## src/rtl/mem_port_arbiter_if.sv

```systemverilog
// Bundle for the shared memory port: fetch requester, data requester and memory bus.
// master is the arbiter's view; slave is the pipeline/memory side.
interface mem_port_arbiter_if #(
    parameter int ADDR_W = 32,
    parameter int DATA_W = 32
);
    // Handshake: a requester raises *_req with stable address/data and holds it
    // until the one-cycle *_ack pulse; the arbiter holds mem_req/mem_* stable
    // until the memory answers with mem_ready, which is only sampled while mem_req=1.
    logic              if_req;
    logic [ADDR_W-1:0] if_addr;
    logic [DATA_W-1:0] if_rdata;
    logic              if_ack;
    logic              if_stall;

    logic              d_req;
    logic              d_we;
    logic [ADDR_W-1:0] d_addr;
    logic [DATA_W-1:0] d_wdata;
    logic [DATA_W-1:0] d_rdata;
    logic              d_ack;
    logic              d_stall;

    logic              bus_err;

    logic              mem_req;
    logic              mem_we;
    logic [ADDR_W-1:0] mem_addr;
    logic [DATA_W-1:0] mem_wdata;
    logic [DATA_W-1:0] mem_rdata;
    logic              mem_ready;

    modport master (
        input  if_req, if_addr, d_req, d_we, d_addr, d_wdata, mem_rdata, mem_ready,
        output if_rdata, if_ack, if_stall, d_rdata, d_ack, d_stall, bus_err,
        output mem_req, mem_we, mem_addr, mem_wdata
    );

    modport slave (
        output if_req, if_addr, d_req, d_we, d_addr, d_wdata, mem_rdata, mem_ready,
        input  if_rdata, if_ack, if_stall, d_rdata, d_ack, d_stall, bus_err,
        input  mem_req, mem_we, mem_addr, mem_wdata
    );
endinterface

```

## src/rtl/mem_port_arbiter.sv

```systemverilog
// Two-requester arbiter for the single-ported memory: data has priority, a starvation
// counter forces fetch through, and a watchdog aborts transfers the memory never finishes.
module mem_port_arbiter #(
    parameter int ADDR_W       = 32,
    parameter int DATA_W       = 32,
    parameter int STARVE_LIMIT = 4,
    parameter int TIMEOUT      = 255
) (
    input  logic                clk,
    input  logic                reset,
    mem_port_arbiter_if.master  bus,
    output logic [1:0]          dbg_state,
    output logic [3:0]          dbg_starve_cnt
);

    typedef enum logic [1:0] {
        IDLE   = 2'd0,
        XFER_D = 2'd1,
        XFER_I = 2'd2
    } state_t;

    state_t     state;
    logic [3:0] starve_cnt;
    logic [9:0] timer;

    logic if_elig;
    logic d_elig;
    logic starve_hit;
    logic grant_i;
    logic grant_d;
    logic timeout_hit;

    // A requester being acked this cycle still has req high; masking it stops a re-grant.
    assign if_elig     = bus.if_req & ~bus.if_ack;
    assign d_elig      = bus.d_req & ~bus.d_ack;
    assign starve_hit  = (starve_cnt == 4'(STARVE_LIMIT));
    assign grant_i     = if_elig & (starve_hit | ~d_elig);
    assign grant_d     = d_elig & ~grant_i;
    assign timeout_hit = (timer == 10'(TIMEOUT - 1));

    assign bus.if_stall = bus.if_req & ~bus.if_ack;
    assign bus.d_stall  = bus.d_req & ~bus.d_ack;

    assign dbg_state      = state;
    assign dbg_starve_cnt = starve_cnt;

    always_ff @(posedge clk) begin
        if (reset) begin
            state         <= IDLE;
            starve_cnt    <= 4'd0;
            timer         <= 10'd0;
            bus.mem_req   <= 1'b0;
            bus.mem_we    <= 1'b0;
            bus.mem_addr  <= {ADDR_W{1'b0}};
            bus.mem_wdata <= {DATA_W{1'b0}};
            bus.if_ack    <= 1'b0;
            bus.d_ack     <= 1'b0;
            bus.bus_err   <= 1'b0;
            bus.if_rdata  <= {DATA_W{1'b0}};
            bus.d_rdata   <= {DATA_W{1'b0}};
        end else begin
            bus.if_ack  <= 1'b0;
            bus.d_ack   <= 1'b0;
            bus.bus_err <= 1'b0;

            case (state)
                IDLE: begin
                    if (grant_i) begin
                        state         <= XFER_I;
                        bus.mem_req   <= 1'b1;
                        bus.mem_we    <= 1'b0;
                        bus.mem_addr  <= bus.if_addr;
                        bus.mem_wdata <= {DATA_W{1'b0}};
                        timer         <= 10'd0;
                        starve_cnt    <= 4'd0;
                    end else if (grant_d) begin
                        state         <= XFER_D;
                        bus.mem_req   <= 1'b1;
                        bus.mem_we    <= bus.d_we;
                        bus.mem_addr  <= bus.d_addr;
                        bus.mem_wdata <= bus.d_wdata;
                        timer         <= 10'd0;
                        if (bus.if_req && starve_cnt != 4'hF) begin
                            starve_cnt <= starve_cnt + 4'd1;
                        end
                    end
                end

                XFER_D, XFER_I: begin
                    // mem_ready wins over a timeout landing in the same cycle.
                    if (bus.mem_ready) begin
                        state       <= IDLE;
                        bus.mem_req <= 1'b0;
                        if (state == XFER_D) begin
                            bus.d_ack   <= 1'b1;
                            bus.d_rdata <= bus.mem_rdata;
                        end else begin
                            bus.if_ack   <= 1'b1;
                            bus.if_rdata <= bus.mem_rdata;
                        end
                    end else if (timeout_hit) begin
                        state       <= IDLE;
                        bus.mem_req <= 1'b0;
                        bus.bus_err <= 1'b1;
                        if (state == XFER_D) begin
                            bus.d_ack   <= 1'b1;
                            bus.d_rdata <= {DATA_W{1'b0}};
                        end else begin
                            bus.if_ack   <= 1'b1;
                            bus.if_rdata <= {DATA_W{1'b0}};
                        end
                    end else begin
                        timer <= timer + 10'd1;
                    end
                end

                default: begin
                    state       <= IDLE;
                    bus.mem_req <= 1'b0;
                end
            endcase
        end
    end

endmodule

```

## src/flat_wrapper.sv

```systemverilog
// flat-port wrapper written by rule: the top's interface ports become plain ports
module mem_port_arbiter_flat 
#(
    parameter int ADDR_W       = 32,
    parameter int DATA_W       = 32,
    parameter int STARVE_LIMIT = 4,
    parameter int TIMEOUT      = 255
)
  (clk, reset, dbg_state, dbg_starve_cnt, bus_if_req, bus_if_addr, bus_d_req, bus_d_we, bus_d_addr, bus_d_wdata, bus_mem_rdata, bus_mem_ready, bus_if_rdata, bus_if_ack, bus_if_stall, bus_d_rdata, bus_d_ack, bus_d_stall, bus_bus_err, bus_mem_req, bus_mem_we, bus_mem_addr, bus_mem_wdata);
  mem_port_arbiter_if #(.ADDR_W(ADDR_W), .DATA_W(DATA_W)) bus_i ();
  input  logic clk;
  input  logic reset;
  output logic [1:0] dbg_state;
  output logic [3:0] dbg_starve_cnt;
  input wire logic [$bits(bus_i.if_req)-1:0] bus_if_req;
  input wire logic [$bits(bus_i.if_addr)-1:0] bus_if_addr;
  input wire logic [$bits(bus_i.d_req)-1:0] bus_d_req;
  input wire logic [$bits(bus_i.d_we)-1:0] bus_d_we;
  input wire logic [$bits(bus_i.d_addr)-1:0] bus_d_addr;
  input wire logic [$bits(bus_i.d_wdata)-1:0] bus_d_wdata;
  input wire logic [$bits(bus_i.mem_rdata)-1:0] bus_mem_rdata;
  input wire logic [$bits(bus_i.mem_ready)-1:0] bus_mem_ready;
  output wire logic [$bits(bus_i.if_rdata)-1:0] bus_if_rdata;
  output wire logic [$bits(bus_i.if_ack)-1:0] bus_if_ack;
  output wire logic [$bits(bus_i.if_stall)-1:0] bus_if_stall;
  output wire logic [$bits(bus_i.d_rdata)-1:0] bus_d_rdata;
  output wire logic [$bits(bus_i.d_ack)-1:0] bus_d_ack;
  output wire logic [$bits(bus_i.d_stall)-1:0] bus_d_stall;
  output wire logic [$bits(bus_i.bus_err)-1:0] bus_bus_err;
  output wire logic [$bits(bus_i.mem_req)-1:0] bus_mem_req;
  output wire logic [$bits(bus_i.mem_we)-1:0] bus_mem_we;
  output wire logic [$bits(bus_i.mem_addr)-1:0] bus_mem_addr;
  output wire logic [$bits(bus_i.mem_wdata)-1:0] bus_mem_wdata;
  assign bus_i.if_req = bus_if_req;
  assign bus_i.if_addr = bus_if_addr;
  assign bus_i.d_req = bus_d_req;
  assign bus_i.d_we = bus_d_we;
  assign bus_i.d_addr = bus_d_addr;
  assign bus_i.d_wdata = bus_d_wdata;
  assign bus_i.mem_rdata = bus_mem_rdata;
  assign bus_i.mem_ready = bus_mem_ready;
  assign bus_if_rdata = bus_i.if_rdata;
  assign bus_if_ack = bus_i.if_ack;
  assign bus_if_stall = bus_i.if_stall;
  assign bus_d_rdata = bus_i.d_rdata;
  assign bus_d_ack = bus_i.d_ack;
  assign bus_d_stall = bus_i.d_stall;
  assign bus_bus_err = bus_i.bus_err;
  assign bus_mem_req = bus_i.mem_req;
  assign bus_mem_we = bus_i.mem_we;
  assign bus_mem_addr = bus_i.mem_addr;
  assign bus_mem_wdata = bus_i.mem_wdata;
  mem_port_arbiter #(.ADDR_W(ADDR_W), .DATA_W(DATA_W), .STARVE_LIMIT(STARVE_LIMIT), .TIMEOUT(TIMEOUT)) u_core (.clk(clk), .reset(reset), .bus(bus_i), .dbg_state(dbg_state), .dbg_starve_cnt(dbg_starve_cnt));
endmodule
```

## config.mk

```make
export PLATFORM = sky130hd
export DESIGN_NAME = mem_port_arbiter_flat
export DESIGN_NICKNAME = d
export VERILOG_FILES = /design/src/rtl/mem_port_arbiter_if.sv /design/src/rtl/mem_port_arbiter.sv /design/src/flat_wrapper.sv
export SDC_FILE = /design/constraint.sdc
export NUM_CORES = 1
export LEC_CHECK = 0
export ABC_AREA = 1
export ABC_CLOCK_PERIOD_IN_PS = 1640
export BUFFER_PORTS_ARGS = -buffer_cell sky130_fd_sc_hd__buf_2
export CORE_AREA = 2 2 129 131
export DETAILED_ROUTE_END_ITERATION = 8
export DIE_AREA = 0 0 131 133
export GPL_TIMING_DRIVEN = 0
export HOLD_SLACK_MARGIN = 0.12
export PLACE_DENSITY_LB_ADDON = 0.2
export SKIP_CTS_REPAIR_TIMING = 1
export SLEW_MARGIN = 20
export SYNTH_ARGS = -nofsm -noshare
export SYNTH_HDL_FRONTEND = slang
export SYNTH_SLANG_ARGS = --single-unit
```

## constraint.sdc

```tcl
create_clock -name clk -period 1.64 [get_ports clk]
set_input_delay 0.164 -clock clk [delete_from_list [all_inputs] [get_ports clk]]
set_output_delay 0.164 -clock clk [all_outputs]
set_load 0.03 [all_outputs]
```

Yosys cells after proc, flatten, opt, wreduce, memory -nomap -nowiden:

Cells that the tools add are included.

* flip-flop bits (word level): 149
* input port bits: 134
* output and inout bits: 141
* word-level logic and storage cells: 88

* add/subtract/negate cells: 2
* equality and inequality tests: 9
* mux-type cells: 39
* bitwise logic cells: 11
* reductions and logical operators: 15

Operators with widths (number)
* $mux W32: 12
* $mux W10: 4
* $pmux W10 S2: 1
* $mux W1: 13
* $mux W4: 3
* $add A10 B1 Y10 const B: 1
* $eq A10 B8 Y1 const B: 1
* $reduce_and A3 Y1: 3
* $mux W2: 4
* $reduce_bool A2 Y1: 4
* $not A1 Y1: 6
* $add A4 B1 Y4 const B: 1
* $and A1 B1 Y1: 4
* $eq A4 B3 Y1 const B: 1
* $ne A2 B2 Y1 const B: 2
* $ne A4 B4 Y1 const B: 1
* $pmux W2 S2: 1
* $reduce_and A2 Y1: 2
* $reduce_and A4 Y1: 1
* $reduce_or A2 Y1: 2
* $ne A3 B1 Y1 const B: 1
* $ne A3 B2 Y1 const B: 1
* $reduce_or A3 Y1: 1
* $eq A2 B1 Y1 const B: 1
* other kinds (5): 5

Longest topological paths before layout:

Gate-level depths: netlist of the first run.

* depth after elaboration: 10
* depth in mapped cells: 12
* gate-level depth less buffers: 12

Least setup slack after synthesis of the first run:

Ideal clock, no wire load.

* kind: flip-flop to flip-flop
* start point: reg u_core.state[1] (netlist: u_core.dbg_state[1])
* end point: reg u_core.bus.d_rdata[10]
* setup time: 0.132 ns
* data arrival time: 1.731 ns
* data required time: 1.508 ns
* slack: -0.224 ns
* stages on the path, launching flop included: 8
* path buffers: 2
* period minus slack after synthesis: 1.864 ns
* cell sequence: dfxtp_1 -> inv_1 -> ha_1 -> clkbuf_1 -> nand3_1 -> clkbuf_1 -> nand2_1 -> a21oi_1

* longest elaborated chain between the ends: 3
* elaborated cells between the ends (all ways): 4
* classes of those cells: eq/ne: 2; reduce/logical: 2

RTL lines
* start: declaration: RTL line mem_port_arbiter.sv:22 `state_t state;`
* start signal: assignment: RTL line mem_port_arbiter.sv:49 `state <= IDLE;`
* start signal: assignment: RTL line mem_port_arbiter.sv:69 `state <= XFER_I;`
* start signal: assignment: RTL line mem_port_arbiter.sv:77 `state <= XFER_D;`
* $eq A2 B1 Y1 / $eq A2 B2 Y1 (equally long branches): RTL line mem_port_arbiter.sv:66, mem_port_arbiter.sv:94, mem_port_arbiter.sv:105
* $reduce_or A2 Y1: RTL line mem_port_arbiter.sv:66 `case (state)`
* $reduce_and A3 Y1 (no line) (*)
* end signal: assignment: RTL line mem_port_arbiter.sv:60 `bus.d_rdata <= {DATA_W{1'b0}};`
* end signal: assignment: RTL line mem_port_arbiter.sv:96 `bus.d_rdata <= bus.mem_rdata;`
* end signal: assignment: RTL line mem_port_arbiter.sv:107 `bus.d_rdata <= {DATA_W{1'b0}};`
* end: declaration: RTL line mem_port_arbiter_if.sv:35 `output if_rdata, if_ack, if_stall, d_rdata, d_ack, d_stall, bus_err,`

Mark *: on every way between the ends. The rest lies on a longest branch, timed or not.
A chain may end at the register's enable or synchronous reset.

Worst setup path after layout of the first run:

* start point: reg u_core.starve_cnt[0] (netlist: u_core.dbg_starve_cnt[0])
* end point: reg u_core.bus.mem_wdata[8]

* longest elaborated chain between the ends: 7
* elaborated cells between the ends (all ways): 8
* classes of those cells: eq/ne: 1; mux: 1; bitwise: 4; reduce/logical: 2

RTL lines
* start: declaration: RTL line mem_port_arbiter.sv:23 `logic [3:0] starve_cnt;`
* start signal: assignment: RTL line mem_port_arbiter.sv:84 `starve_cnt <= starve_cnt + 4'd1;`
* $eq A4 B3 Y1 (*): RTL line mem_port_arbiter.sv:36 `assign starve_hit = (starve_cnt == 4'(STARVE_LIMIT));`
* $or A1 B1 Y1 (*): RTL line mem_port_arbiter.sv:37 `assign grant_i = if_elig & (starve_hit | ~d_elig);`
* $and A1 B1 Y1 (*): RTL line mem_port_arbiter.sv:37
* $not A1 Y1: RTL line mem_port_arbiter.sv:38 `assign grant_d = d_elig & ~grant_i;`
* $and A1 B1 Y1: RTL line mem_port_arbiter.sv:38
* $reduce_bool A2 Y1 (no line)
* $reduce_and A2 Y1 (no line)
* end signal: assignment: RTL line mem_port_arbiter.sv:55 `bus.mem_wdata <= {DATA_W{1'b0}};`
* end signal: assignment: RTL line mem_port_arbiter.sv:73 `bus.mem_wdata <= {DATA_W{1'b0}};`
* end signal: assignment: RTL line mem_port_arbiter.sv:81 `bus.mem_wdata <= bus.d_wdata;`
* end: declaration: RTL line mem_port_arbiter_if.sv:36 `output mem_req, mem_we, mem_addr, mem_wdata`

Marks and branches as above.

==> impl_metrics.ini, run 1 <==
[yosys]
synth_top_flop_cell = dfxtp_1
netlist_area_mm2 = 0.00632
yosysMostFrequentCell = nand2_1
yosysWarnings = 0
yosys_register_bits = 149
yosysSeqAreaShare_pct = 47.2
synth_area_per_cell_um2 = 6.94
synth_edf_count = 0
synth_top_area_share_pct = 47.2
yosysTopAreaCell = dfxtp_1
synth_nets = 1052
synth_cell_types = 26
yosys-top-cells-count = 339 x nand2_1, 149 x dfxtp_1, 91 x inv_1, 79 x nor2_1, 77 x a21oi_1
syn-instance-count = 912
ys_top_cells_by_area = dfxtp_1 47%, nand2_1 20%, a21oi_1 6.1%
synth-async-reset-ratio_pct = 0

[timing]
fin_skew_ns = 0.0111
whs_ns = 0.0656
timing.final.ws_setup_ns = -0.0626
worst_pin_slew_ns = 0.713
rsz0062_at_grt = true
slew_violations = 0
timing.final.crit_share_pct = 104
finalSetupViolCount = 28
clock.fmax_mhz = 587
hold_viol_final = 0
slew_headroom_pct = 52.5
setup_tns_ns = -0.523
fin_crit_ns = 1.70

[final_layout]
stdcell_area_mm2 = 0.0105
n_fill_cell = 1350
nNetsFinal = 1475
layoutNonFillerInstCount = 1566
drive_above_1_share_pct = 35.1
antenna_cells = 0
utilization_pct = 64.9
layout-area-overhead-vs-synth_pct = 65.9

[die]
ios = 275
initial_core_util_pct = 39.1
core_area_mm2 = 0.0162
rows = 47
dieArea_mm2 = 0.0174
fp.dieW_um = 131
die_height_um = 133

[clock_tree]
cts_max_level = 4
cts.path.max_buffers = 2
cts.sinks = 149
cts_root_buffer = clkbuf_16
worst_skew_pair.late_latency_ns = 0.43
clk_pin_slew_ns = 0.06
cts_tree = yes
cts_buffers = 17

[pwr]
p_total_mw = 10.8
p_clk_share_pct = 33.8
internal_power_mw = 7.25
switching_power_mw = 3.60
pwr-share-comb_pct = 28.7
p_leak_nw = 5.15
seqPwrFrac_pct = 37.4
p_per_area_mw_per_mm2 = 1030
swShare_pct = 33.2
irDropWorstVdd_mv = 0.738

[global_routing]
grt_overflow_total = 0
grt_usage_pct = 22.6
grt_max_degree = 17
grt_pass1_wl_mm = 30.6
antenna_found_initial = 0
grt_pass1_vias = 6148

[setup_path]
startpoint_type = register
worstPathRequired_ns = 1.99
worstPathArrival_ns = 2.05
worstSetupPathType = register to register
ff2ff_setup_slack_ns = -0.06
path_max_fanout = 6
end_kind = register
rr_worst_depth = 11

[placed_design]
dpl_cell_area_mm2 = 0.00799
portBuffers = 273
dp_slack_ns = -0.362
dp_cells = 1405
routabilityCongestion = 0.901
hpwl_mm = 15.0

[detailed_routing]
wl_mm = 23.4
detail-route-antenna-nets = 0
drt_iter0_markers = 429
drc = 0
dr.pass1.iters = 5
wire_per_inst_um = 14.9
vias_per_cell = 4.82
route.vias.total = 7546

[outcome]
status = complete, but fails checks
failed_checks = setup timing

[worst_hold_path]
holdPathStages = 5
hold_class = primary input to register

[run]
drv_cap = 0
state kept, by name, indices dropped and copies added, names as in the netlist, 2 cells and up:
signal	cells
u_core.bus.mem_addr	32
u_core.bus.if_rdata	32
u_core.dbg_state	2
u_core.bus.d_rdata	32
u_core.dbg_starve_cnt	4
u_core.bus.mem_wdata	32
u_core.timer	10
cells in the final DEF, fill, tap and decap left out, types with 14 or more instances in the layout:
cell type / netlist / final
clkbuf_16: 0 / 23
nand2_4: 1 / 21
nor2_2: 2 / 14
clkbuf_1: 39 / 23
nand4_1: 35 / 35
dlygate4sd3_1: 0 / 108
inv_1: 91 / 82
dfxtp_1: 149 / 140
a21oi_2: 0 / 15
a21oi_1: 77 / 62
nand2_1: 339 / 295
nor2_1: 79 / 64
a31oi_1: 31 / 31
buf_4: 2 / 14
buf_2: 13 / 278
nand2_2: 1 / 26
nand3_1: 22 / 17
power by group through the flow:
stage / registers, mW / logic (mW) / clock network [mW]
floorplan: 4.67 / 0.973 / 0
global placement: 4.13 / 2.30 / 0
detailed placement: 4.12 / 2.31 / 0
CTS: 4.05 / 2.32 / 3.71
global route: 4.08 / 3.34 / 3.87
finish: 4.06 / 3.12 / 3.67
critical path: stages, from the launching register on:
cell       delay [ns]
dfxtp_4          0.38
inv_4            0.04
ha_4             0.15
nand3_2          0.07
nand2_2          0.07
nand2_4          0.11
inv_4            0.05
nor2_4           0.23
buf_8            0.19
clkbuf_16        0.16
nand2_4          0.05
a21oi_2          0.14
worst paths after layout:
kind                                                from                      end
worst max-delay path            u_core.dbg_starve_cnt[0]  u_core.bus.mem_wdata[8]
worst min-delay path                   bus_mem_rdata[16]  u_core.bus.if_rdata[16]
worst max register to register  u_core.dbg_starve_cnt[0]  u_core.bus.mem_wdata[8]
worst min register to register    u_core.bus.d_rdata[12]   u_core.bus.d_rdata[12]
logic make-up after synthesis:
group	Yosys count	share of synthesized area (%)
XOR/XNOR	4	0.554
adder cells (fa/ha/maj)	6	1.19
buffers and inverters	150	9.63
AO/OA/AOI/OAI	118	10.0
flip-flops	149	47.2
AND/OR/NAND/NOR	485	31.4
layout make-up:
type | instances | area [um2] | share of cell area [%]
Buffer | 57 | 405 | 3.86
Multi-Input combinational cell | 615 | 3170 | 30.2
Clock buffer | 23 | 509 | 4.85
Inverter | 92 | 353 | 3.36
Clock inverter | 7 | 45.0 | 0.429
Tap cell | 220 | 275 | 2.62
Sequential cell | 149 | 3010 | 28.7
Timing Repair Buffer | 403 | 2730 | 26.0
per-layer routing:
metal	vias to the layer above	track usage, %	share of wire, %
li1	3740	-	-
met3	39	6.79	7.8
met2	344	37.2	49
met4	0	8.63	2.3
met5	-	0	0
met1	3423	27.7	41
Power figures use the tool's default switching activity.
==> run 2, diff against run 1 <==
- ABC_CLOCK_PERIOD_IN_PS: 1640 -> 2000
- BUFFER_PORTS_ARGS: -buffer_cell sky130_fd_sc_hd__buf_2 -> not set
- DONT_BUFFER_PORTS: not set -> 1
- clock period: 1.64 -> 2 ns (I/O delays scaled with it)
==> run 2 against run 1 <==
Against the previous run:
- the flow now finishes without violations
- global-route usage fell by 0.95 points
- count of clock-buffer cells in the layout down 2
- combinational power fell by 55%
- die area unchanged
- register-to-register slack better by 0.16 ns
- clock power down 9.5%
- sequential power fell by 5.4%
- design area decreased by 18%
- highest routed layer unchanged
==> impl_metrics.ini, run 2 (synthesis gave the netlist of run 1 again) <==
[setup_path]
cp.buffers_inverters = 3
worstPathArrival_ns = 2.24
path_max_fanout = 10
path_cells = inv_1 -> nand2_1 -> clkinvlp_4 -> nand2_2 -> nand2_4 -> nor2_4 -> clkbuf_4 -> nand2_1 -> a31oi_1
startpoint = u_core.bus.d_ack
r2r_start = u_core.bus.d_ack
startpoint_type = register
end_kind = register
cp_top_family = simple AND/OR/NAND/NOR gates
worstSetupPathType = register to register
slowest_stage = dfxtp_4
ff2ff_setup_slack_ns = 0.10
worstPathRequired_ns = 2.34
crit_top_cell = nand2_1
slowest_delay_ns = 0.40

[final_layout]
antenna_cells = 0
nNetsFinal = 1203
utilization_pct = 53.5
layout_commonest_cell = nand2_1
drive_above_1_share_pct = 8.18
layout-area-overhead-vs-synth_pct = 36.7
n_fill_cell = 1531
layout_common_cells = 337 x nand2_1, 142 x dfxtp_1, 128 x dlygate4sd3_1
layoutNonFillerInstCount = 1296

[placed_design]
dp_cells = 1132
hpwl_mm = 14.3
routabilityCongestion = 0.858
portBuffers = 0

[timing]
clock.fmax_mhz = 527
fin_crit_ns = 1.90
slew_violations = 0
slew_headroom_pct = 58.0
finalSetupViolCount = 0
timing.final.crit_share_pct = 94.9
hold_viol_final = 0
fin_skew_ns = 0.0109
worst_pin_slew_ns = 0.630

[worst_hold_path]
hold_class = primary input to register
hold_start = bus_mem_rdata[22]

[detailed_routing]
drc = 0
wire_per_inst_um = 16.6
drt_iter0_markers = 372
vias_per_cell = 4.90
dr.pass1.iters = 5
wl_mm = 21.5
detail-route-antenna-nets = 0
route.vias.total = 6354

[pwr]
p_total_mw = 8.55
irDropWorstVdd_mv = 0.591
p_leak_nw = 3.72
seqPwrFrac_pct = 44.9
p_clk_share_pct = 38.9
swShare_pct = 32.5
switching_power_mw = 2.77
p_per_area_mw_per_mm2 = 989
internal_power_mw = 5.77
pwr-share-comb_pct = 16.2

[clock_tree]
worst_skew_pair.late_latency_ns = 0.42
cts_tree = yes
cts.path.max_buffers = 2
cts_root_buffer = clkbuf_16
cts_buffers = 17
cts_max_level = 4
clk_pin_slew_ns = 0.07
cts.sinks = 149

[die]
die_height_um = 133
dieArea_mm2 = 0.0174
fp.dieW_um = 131
initial_core_util_pct = 39.1
ios = 275
rows = 47
core_area_mm2 = 0.0162

[outcome]
status = finished clean

[global_routing]
grt_max_degree = 17
grt_usage_pct = 21.7
grt_overflow_total = 0
grt_pass1_vias = 5480
antenna_found_initial = 0
grt_pass1_wl_mm = 29.0

[run]
drv_cap = 0
run 2: path summary, 6_finish.rpt:
kind / end / cells past startpoint
worst max-delay path: u_core.bus.mem_addr[12] / 9
worst min-delay path: u_core.bus.if_rdata[22] / 4
worst max register to register: u_core.bus.mem_addr[12] / 9
worst min register to register: u_core.timer[3] / 2
run 2: area by class of cell:
class	count	area (um2)	share of cell area, %
clock inverter	11	150	1.74
inverter	92	349	4.04
sequential	149	3000	34.8
buffer	58	313	3.62
multi-input combinational	613	2770	32.0
clock buffer	21	460	5.33
tap	220	275	3.18
timing repair buffer	132	1320	15.3
run 2: power groups by stage:
| stage | Combinational, mW | Clock [mW] | Sequential [mW] |
|---|---|---|---|
| final | 1.39 | 3.32 | 3.84 |
| after global routing | 1.55 | 3.50 | 3.86 |
| after CTS | 1.07 | 3.37 | 3.83 |
| after detailed placement | 1.07 | 0 | 3.89 |
| after global placement | 1.06 | 0 | 3.90 |
| after floorplan | 0.794 | 0 | 3.83 |
run 2: layer usage:
| metal | global-route usage [%] | up-vias | routed length [um] |
|---|---|---|---|
| li1 | - | 3177 | - |
| met1 | 25.8 | 2876 | 8840 |
| met2 | 35.0 | 264 | 10300 |
| met3 | 7.28 | 37 | 1840 |
| met4 | 9.99 | 0 | 485 |
| met5 | 0 | - | 0 |
run 2: worst reg2reg max path: stages, from the launching register on:
cell,delay [ns]
dfxtp_4,0.40
inv_1,0.05
nand2_1,0.14
clkinvlp_4,0.26
nand2_2,0.15
nand2_4,0.09
nor2_4,0.22
clkbuf_4,0.26
nand2_1,0.08
a31oi_1,0.18
run 2: per-stage QoR:
| stage | setup TNS [ns] | instance area [um2] | setup WS (ns) | hold slack (ns) |
|---|---|---|---|---|
| 2_1_floorplan | 0 | 6320 | 0.136 | 0.343 |
| 3_3_place_gp | -39.93 | 6600 | -0.477 | 0.346 |
| 3_5_place_dp | -43.26 | 6600 | -0.497 | 0.349 |
| 4_1_cts | -45.70 | 7210 | -0.524 | -0.0956 |
| 5_1_grt | -0.302 | 8640 | -0.0526 | 0.124 |
| 6_report | 0 | 8640 | 0.101 | 0.0641 |
